**src/rtl/div_unit_pkg.sv**
```systemverilog
// Shared definitions for the multi-cycle divider: state codes and the
// handshake constants used by execute and control.
package div_unit_pkg;

   typedef enum logic [1:0] {
      DIV_IDLE = 2'b00,
      DIV_ZERO = 2'b01,
      DIV_ON   = 2'b10,
      DIV_END  = 2'b11
   } divState_t;

   localparam logic DIV_READY    = 1'b1;
   localparam logic DIV_NOTREADY = 1'b0;
   localparam logic DIV_START    = 1'b1;
   localparam logic DIV_STOP     = 1'b0;

endpackage

```
**src/rtl/div_unit_step.sv**
```systemverilog
// One restoring shift-subtract iteration. The shifted dividend leaves its LSB
// clear; the caller ORs in qBit so the quotient grows into the freed bits.
module div_step #(
   parameter int WIDTH = 32
) (
   input  logic [WIDTH-1:0] rem,
   input  logic [WIDTH-1:0] dividend,
   input  logic [WIDTH-1:0] divisor,
   output logic [WIDTH-1:0] remNext,
   output logic [WIDTH-1:0] dividendNext,
   output logic             qBit
);

   // One extra bit: the shifted remainder can exceed WIDTH bits when the
   // divisor is above half range.
   logic [WIDTH:0] remWide;

   assign remWide      = {rem, dividend[WIDTH-1]};
   assign qBit         = (remWide >= {1'b0, divisor});
   assign remNext      = qBit ? (remWide[WIDTH-1:0] - divisor) : remWide[WIDTH-1:0];
   assign dividendNext = {dividend[WIDTH-2:0], 1'b0};

endmodule

```
**src/rtl/div_unit.sv**
```systemverilog
// Multi-cycle restoring divider for DIV/DIVU: result = {remainder, quotient},
// signed or unsigned, cancellable in flight via annul.
module div_unit
   import div_unit_pkg::*;
#(
   parameter int WIDTH = 32,
   parameter int CNT_W = $clog2(WIDTH + 1)
) (
   input  logic               clk,
   input  logic               rst,
   input  logic               start,
   input  logic               annul,
   input  logic               signed_div,
   input  logic [WIDTH-1:0]   opdata1,
   input  logic [WIDTH-1:0]   opdata2,
   output logic [2*WIDTH-1:0] result,
   output logic               ready,
   output logic               busy,
   output divState_t          dbgState
);

   // Handshake: the requester raises start with operands and holds it until
   // ready is seen; ready/result then hold until start drops, and the unit
   // returns to IDLE on that edge. Operands are sampled only in IDLE.

   divState_t        state;
   logic [CNT_W-1:0] cnt;
   logic [WIDTH-1:0] rem;
   logic [WIDTH-1:0] dvd;
   logic [WIDTH-1:0] divisor;
   logic             sign1;
   logic             sign2;

   logic [WIDTH-1:0] remNext;
   logic [WIDTH-1:0] dvdNext;
   logic             qBit;
   logic [WIDTH-1:0] absA;
   logic [WIDTH-1:0] absB;
   logic [WIDTH-1:0] quoFinal;
   logic [WIDTH-1:0] remFinal;

   div_step #(.WIDTH(WIDTH)) uStep (
      .rem          (rem),
      .dividend     (dvd),
      .divisor      (divisor),
      .remNext      (remNext),
      .dividendNext (dvdNext),
      .qBit         (qBit)
   );

   assign absA     = (signed_div && opdata1[WIDTH-1]) ? -opdata1 : opdata1;
   assign absB     = (signed_div && opdata2[WIDTH-1]) ? -opdata2 : opdata2;
   assign quoFinal = (sign1 ^ sign2) ? -dvd : dvd;
   assign remFinal = sign1 ? -rem : rem;

   always_ff @(posedge clk) begin
      if (rst) begin
         state   <= DIV_IDLE;
         ready   <= DIV_NOTREADY;
         result  <= '0;
         cnt     <= '0;
         rem     <= '0;
         dvd     <= '0;
         divisor <= '0;
         sign1   <= 1'b0;
         sign2   <= 1'b0;
      end else begin
         case (state)
            DIV_IDLE: begin
               if (start == DIV_START && !annul) begin
                  dvd     <= absA;
                  divisor <= absB;
                  rem     <= '0;
                  cnt     <= '0;
                  sign1   <= signed_div & opdata1[WIDTH-1];
                  sign2   <= signed_div & opdata2[WIDTH-1];
                  state   <= (opdata2 == '0) ? DIV_ZERO : DIV_ON;
               end
            end
            DIV_ZERO: begin
               if (annul) begin
                  state <= DIV_IDLE;
                  ready <= DIV_NOTREADY;
                  cnt   <= '0;
               end else begin
                  state  <= DIV_END;
                  ready  <= DIV_READY;
               end
               result <= '0;
            end
            DIV_ON: begin
               if (annul) begin
                  state  <= DIV_IDLE;
                  ready  <= DIV_NOTREADY;
                  result <= '0;
                  cnt    <= '0;
               end else if (cnt != CNT_W'(WIDTH)) begin
                  rem <= remNext;
                  dvd <= dvdNext | WIDTH'(qBit);
                  cnt <= cnt + 1'b1;
               end else begin
                  // Sign fix-up: quotient follows sign1^sign2, remainder follows the dividend.
                  result <= {remFinal, quoFinal};
                  ready  <= DIV_READY;
                  state  <= DIV_END;
               end
            end
            DIV_END: begin
               if (annul || start == DIV_STOP) begin
                  state  <= DIV_IDLE;
                  ready  <= DIV_NOTREADY;
                  result <= '0;
                  cnt    <= '0;
               end
            end
            default: state <= DIV_IDLE;
         endcase
      end
   end

   assign busy     = (state != DIV_IDLE);
   assign dbgState = state;

endmodule

```
**config.mk**
```make
export PLATFORM = sky130hd
export DESIGN_NAME = div_unit
export DESIGN_NICKNAME = d
export VERILOG_FILES = /design/src/rtl/div_unit_pkg.sv /design/src/rtl/div_unit_step.sv /design/src/rtl/div_unit.sv
export SDC_FILE = /design/constraint.sdc
export NUM_CORES = 1
export LEC_CHECK = 0
export ABC_AREA = 1
export BUFFER_PORTS_ARGS = -buffer_cell sky130_fd_sc_hd__buf_4
export CORE_UTILIZATION = 35
export CTS_BUF_LIST = sky130_fd_sc_hd__clkbuf_8
export DETAILED_ROUTE_END_ITERATION = 10
export GPL_ROUTABILITY_DRIVEN = 1
export PLACE_DENSITY_LB_ADDON = 0.2
export SLEW_MARGIN = 10
export SYNTH_ARGS = -nofsm -noshare
export SYNTH_HDL_FRONTEND = slang
export SYNTH_HIERARCHICAL = 1
export SYNTH_SLANG_ARGS = --single-unit
export TNS_END_PERCENT = 10
```
**constraint.sdc**
```tcl
create_clock -name clk -period 2.2 [get_ports clk]
set_input_delay 0.33 -clock clk [delete_from_list [all_inputs] [get_ports clk]]
set_output_delay 0.33 -clock clk [all_outputs]
set_load 0.005 [all_outputs]
```
# --- Word level (Yosys, flattened, before mapping) ---
# Cells that the tools add are included.
# Widths: inputs -> output; s select.
word_totals:
  regBits: 171
  inputBits: 69
  output_inout_bits: 68
  word_cells: 82
classes:
  addsub: 6
  magnitude_cmp: 1
  n_eq_ne: 11
  muxes: 35
  n_bitwise: 5
  n_reduce_logical: 15
ops:
  columns: ["op", "n"]
  rows:
  - ["$mux 32", 11]
  - ["$mux 64", 3]
  - ["$pmux 64 s3", 1]
  - ["$neg 32->32", 4]
  - ["$pmux 32 s2", 2]
  - ["$ge 33x32->1", 1]
  - ["$logic_not 32->1", 1]
  - ["$or 32x1->32", 1]
  - ["$sub 32x32->32", 1]
  - ["$mux 6", 5]
  - ["$pmux 6 s4", 1]
  - ["$mux 2", 6]
  - ["$ne 2x2->1 const B", 5]
  - ["$pmux 2 s4", 1]
  - ["$reduce_and 4->1", 2]
  - ["$add 6x1->6 const B", 1]
  - ["$ne 3x3->1 const B", 2]
  - ["$ne 6x6->1 const B", 1]
  - ["$reduce_and 3->1", 2]
  - ["$eq 2x2->1 const B", 2]
  - ["$mux 1", 4]
  - ["$reduce_bool 2->1", 2]
  - ["$logic_and 1x1->1", 3]
  - ["$pmux 1 s3", 1]
  - ["9 further kinds", 10]

# --- Longest topological paths before layout ---
logic_depth:
  depth_word: 5
  ltp_mapped: 18
  mapped_depth_nobuf: 16

# --- By module ---
# The synthesis kept the hierarchy.
modules_own_cells:
  columns: ["mod", "n_inst", "cells_each", "area_each_um2", "seq_area_each_um2"]
  rows:
  - ["div_unit", 1, 1549, 10131.0, 3423.3]
  - ["div_step", 1, 688, 3455.8, 0.0]

# --- Least setup slack after synthesis ---
# No wires, ideal clock.
synth_timing:
  path_kind: "register to register"
  start: "register rem[27]"
  end: "register dvd[0]"
  setup_ns: 0.119
  arrival_time_ns: 1.964
  t_required_ns: 2.081
  path_slack_ns: 0.117
  path_stages_with_launch: 15
  path_buffers: 1
  period_less_slack_ns: 2.083
  cell_sequence: "dfxtp_1 -> ha_1 -> nand2_1 -> inv_1 -> nand2_1 -> nand2_1 -> a21oi_1 -> nand2_1 -> nor2_4 -> nand2_8 -> buf_6 -> o21ai_0 -> o21ai_0 -> o21ai_0 -> a21oi_1"
synth_via:
  elab_chain_cells: 5
synth_lines:
  columns: ["element", "line", "rtl"]
  rows:
  - ["from (decl)", "div_unit.sv:28", "logic [WIDTH-1:0] rem;"]
  - ["from (signal assigned)", "div_unit.sv:98", "rem <= remNext;"]
  - ["$ge 33x32->1", "div_unit_step.sv:19", "assign qBit = (remWide >= {1'b0, divisor});"]
  - ["via qBit", "div_unit.sv:36", "logic qBit;"]
  - ["$or 32x1->32", "div_unit.sv:99", "dvd <= dvdNext | WIDTH'(qBit);"]
  - ["$mux 32", "div_unit.sv:97", "end else if (cnt != CNT_W'(WIDTH)) begin"]
  - ["$mux 32", "div_unit.sv:92", "if (annul) begin"]
  - ["$pmux 32 s2", "div_unit.sv:68", "case (state)"]
  - ["to (signal assigned)", "div_unit.sv:71", "dvd <= absA;"]
  - ["to (signal assigned)", "div_unit.sv:99", null]
  - ["to (decl)", "div_unit.sv:29", "logic [WIDTH-1:0] dvd;"]
# The timed path passes the listed nets, and every way through them passes these cells. The select of a mux whose other input is x is not followed.
# A chain may end at the register's enable or synchronous reset.

# --- Final worst setup path ---
layout_timing:
  start: "register divisor[12]"
  end: "register rem[31]"
layout_via:
  elab_chain_cells: 5
  elab_cells_between_ends: 6
  cone_classes: "1 x add/sub; 1 x order compare; 4 x mux"
layout_lines:
  columns: ["element", "line", "rtl"]
  rows:
  - ["from (decl)", "div_unit.sv:30", "logic [WIDTH-1:0] divisor;"]
  - ["from (signal assigned)", "div_unit.sv:72", "divisor <= absB;"]
  - ["$sub 32x32->32 / $ge 33x32->1 (equally long branches)", "div_unit_step.sv:20, div_unit_step.sv:19", null]
  - ["$mux 32 *", "div_unit_step.sv:20", "assign remNext = qBit ? (remWide[WIDTH-1:0] - divisor) : remWide[WIDTH-1:0];"]
  - ["via remNext[31]", "div_unit.sv:34", "logic [WIDTH-1:0] remNext;"]
  - ["$mux 32 *", "div_unit.sv:97", null]
  - ["$mux 32 *", "div_unit.sv:92", null]
  - ["$pmux 32 s2 *", "div_unit.sv:68", null]
# Mark *: on every way through the listed nets, which the timed path passes. The rest lies on a longest branch. The select of a mux whose other input is x is not followed.

==> impl_results.md <==
* Outcome: complete, but fails checks
* Failing checks: setup timing
* Dpl hpwl at between 30000 and 40000 um
* Starting density of the core at 0.3582
* Final WS setup at -36.42 ps
* CP bufs+invs at 3
* Clk sinks at between 150 and 200
* H-tree lvl count at 4
* Port bufs at approximately 140
* Relative slew slack at 0.4837
* Worst skew pair latency at 520 ps
* RSZ-0062 raised after global routing: true
* Sequential area share after synthesis at 0.2520
* Synthesized cell area at around 0.014 mm2
* Diodes inserted at 0
* Via count of the first global-routing pass at 14040
* Proportion of layout cells with a drive suffix above 1 at 0.2636
* YS warnings at 6
* CTS tree: yes
* CTS Buffer Depth at 2
* Post-synth top area cell: dfxtp_1
* Final nets at 2589
* Synth top area cells: dfxtp_1 25%, nand2_1 18%, inv_1 8.1%
* Global-route wire length before repair at 78010 um
* Die Wd at ~200 um
* Residual DRC at 0
* Critical path data arrival time at 2610 ps
* Netlist cell types at 52
* Tot GR Track Use at 0.2563
* CP top delay family: simple AND/OR/NAND/NOR gates
* Initial antenna violation count at 1
* Setup violations, final at 4
* Top-level I/O count at ~140
* Post-synth top area share at 0.2520
* Fin. Hold Viols at 0
* Fillers at about 4000
* Setup Crit Path Kind: reg2reg
* Clock transition at path regs at 110 ps
* Synth Net Count at 2349
* Grt ovf at 0
* Maximum clock frequency at 0.4471 GHz
* Synthesized area per cell at 6.074 um2
* Fin crit period at between 2000 and 2500 ps
* Root Driver: clkbuf_8
* Layout area overhead at 28.90%
* Startpoint Class: flop
* DR WL/cell at 16.73 um
* Die ar. at around 0.040 mm2
* Maximum fanout along the worst path at 4
* Routed Antenna Nets at 0
* Drt pass-1 iters at 5
* Critical-path cell list: inv_1, ha_4, nand2_2, buf_4, nor2_1, inv_1, nor2_1, nand2_1, nand2_1, nand2_1, nand2_1, nand2_1, nand3_1, nand2_1, a21oi_1, a211oi_1
* Crit path max-delay cell type: dfxtp_2
* Cells after synthesis at around 2200
* Worst hold path type: in2reg
* Core area at about 0.038 mm2
* Final GP Congestion at ~0.96
* Commonest non-fill, non-tap cell in the layout: nand2_1
* Maximum Capacitance Violations at 0
* Largest net degree at the start of global routing at 125
* Via count at 15010
* DRT iter0 DRCs at 1085
* Synth Register Bits at around 170
* Dpl ws at -178.5 ps
* Finished Core Util at 0.4617
* Slew of the pin with the lowest slew margin at between 700 and 800 ps
* Total negative slack at -72.24 ps
* Placement Rows at 71
* Most frequent cells in the layout: 594 x nand2_1, 317 x buf_4, 270 x inv_1
* Die Y-Extent at approximately 200 um
* Worst setup EP type: flop
* Final WL at 50190 um
* Skew final at slightly above 20 ps
* Max-slew violation count at 0
* Peak per-stage delay on the critical path at approximately 340 ps
* Req. time, crit path at 2570 ps
* Vias/cell at between 5 and 6
* CTS buffer count at 17
* Final Cycle Share at 1.017
* Crit-path most repeated cell: nand2_1
[registers in the layout, summed over array words and instances, names as in the netlist]
signal	count
ready	1
rem	32
dvd	32
result	64
sign1	1
cnt	6
sign2	1
divisor	32
dbgState	2
[path summary, 6_finish.rpt]
path,start,to,slack (ps),cells past startpoint
worst max-delay path,divisor[12],rem[31],-40,16
worst min-delay path,opdata2[10],divisor[10],120,3
worst max register to register,divisor[12],rem[31],-40,16
worst min register to register,result[63],result[63],470,2
[kinds of logic (layout without fill, tap and decap cells)]
logic type               count (synthesis)  in the layout  synth area share
AO/OA/AOI/OAI                          368            368            0.1554
XOR/XNOR                                61             61           0.03932
adder cells (fa/ha/maj)                 43             43           0.04015
buffers and inverters                  419            670            0.1373
flip-flops                             171            171            0.2520
other                                    1              1         0.0002760
AND/OR/NAND/NOR                       1174           1175            0.3755
[repair_timing]
action | 4_1_cts | 5_1_grt
setup buffers | 13 | 8
setup endpoints to repair | 33 | 42
hold buffers | 0 | 0
pin swaps | 29 | 48
gates cloned | 0 | 3
resized for setup | 121 | 130
[final cells by class]
cell class                      instances  area (um2)  area share
Sequential cell                       171        3482      0.1988
Tap cell                              511       639.4     0.03651
Multi-Input combinational cell       1648        9158      0.5229
Inverter                              305        1155     0.06594
Clock buffer                           21       289.0     0.01650
Timing Repair Buffer                  334        2685      0.1533
Clock inverter                         10       105.1    0.006001
[metrics by stage]
step	cell area (um2)	std cells	hold slack, ps
4_1_cts	17030	2991	95.87
2_1_floorplan	13590	2237	445.3
5_1_grt	17510	3000	123.0
3_3_place_gp	16010	2950	454.4
6_report	17510	3000	119.7
3_5_place_dp	16010	2950	456.1
[cells in the mapped netlist, drive strengths merged]
cell / n
ha: 42
nor3: 25
nor2: 220
clkinv: 1
o21ai: 98
a21o: 3
and2: 9
xnor2: 7
fa: 1
and3: 3
conb: 1
nand3: 214
o21a: 6
buf: 80
a21oi: 194
o21bai: 5
a22oi: 3
a31oi: 7
or2: 8
xor2: 54
nand2: 659
nand3b: 11
o221ai: 2
inv: 304
o31ai: 3
nor3b: 3
clkbuf: 34
dfxtp: 171
o211ai: 13
a211oi: 34
nand4: 22
[metal layers]
| metal | vias to the layer above | track usage | part of all wire |
|---|---|---|---|
| met2 | 400 | 0.3993 | 0.44 |
| li1 | 7613 | - | - |
| met1 | 6937 | 0.3647 | 0.49 |
| met5 | - | 0 | 0.00026 |
| met4 | 2 | 0.07578 | 0.023 |
| met3 | 54 | 0.03272 | 0.047 |
[tightest hold or removal path, cell delays in order]
cell and delay, ps:
buf_4 100, xor2_1 60, a21oi_1 110
Power is left out: the tool's default activity adds up to more than one toggle a clock period on the data nets, which glitch-free logic cannot reach.
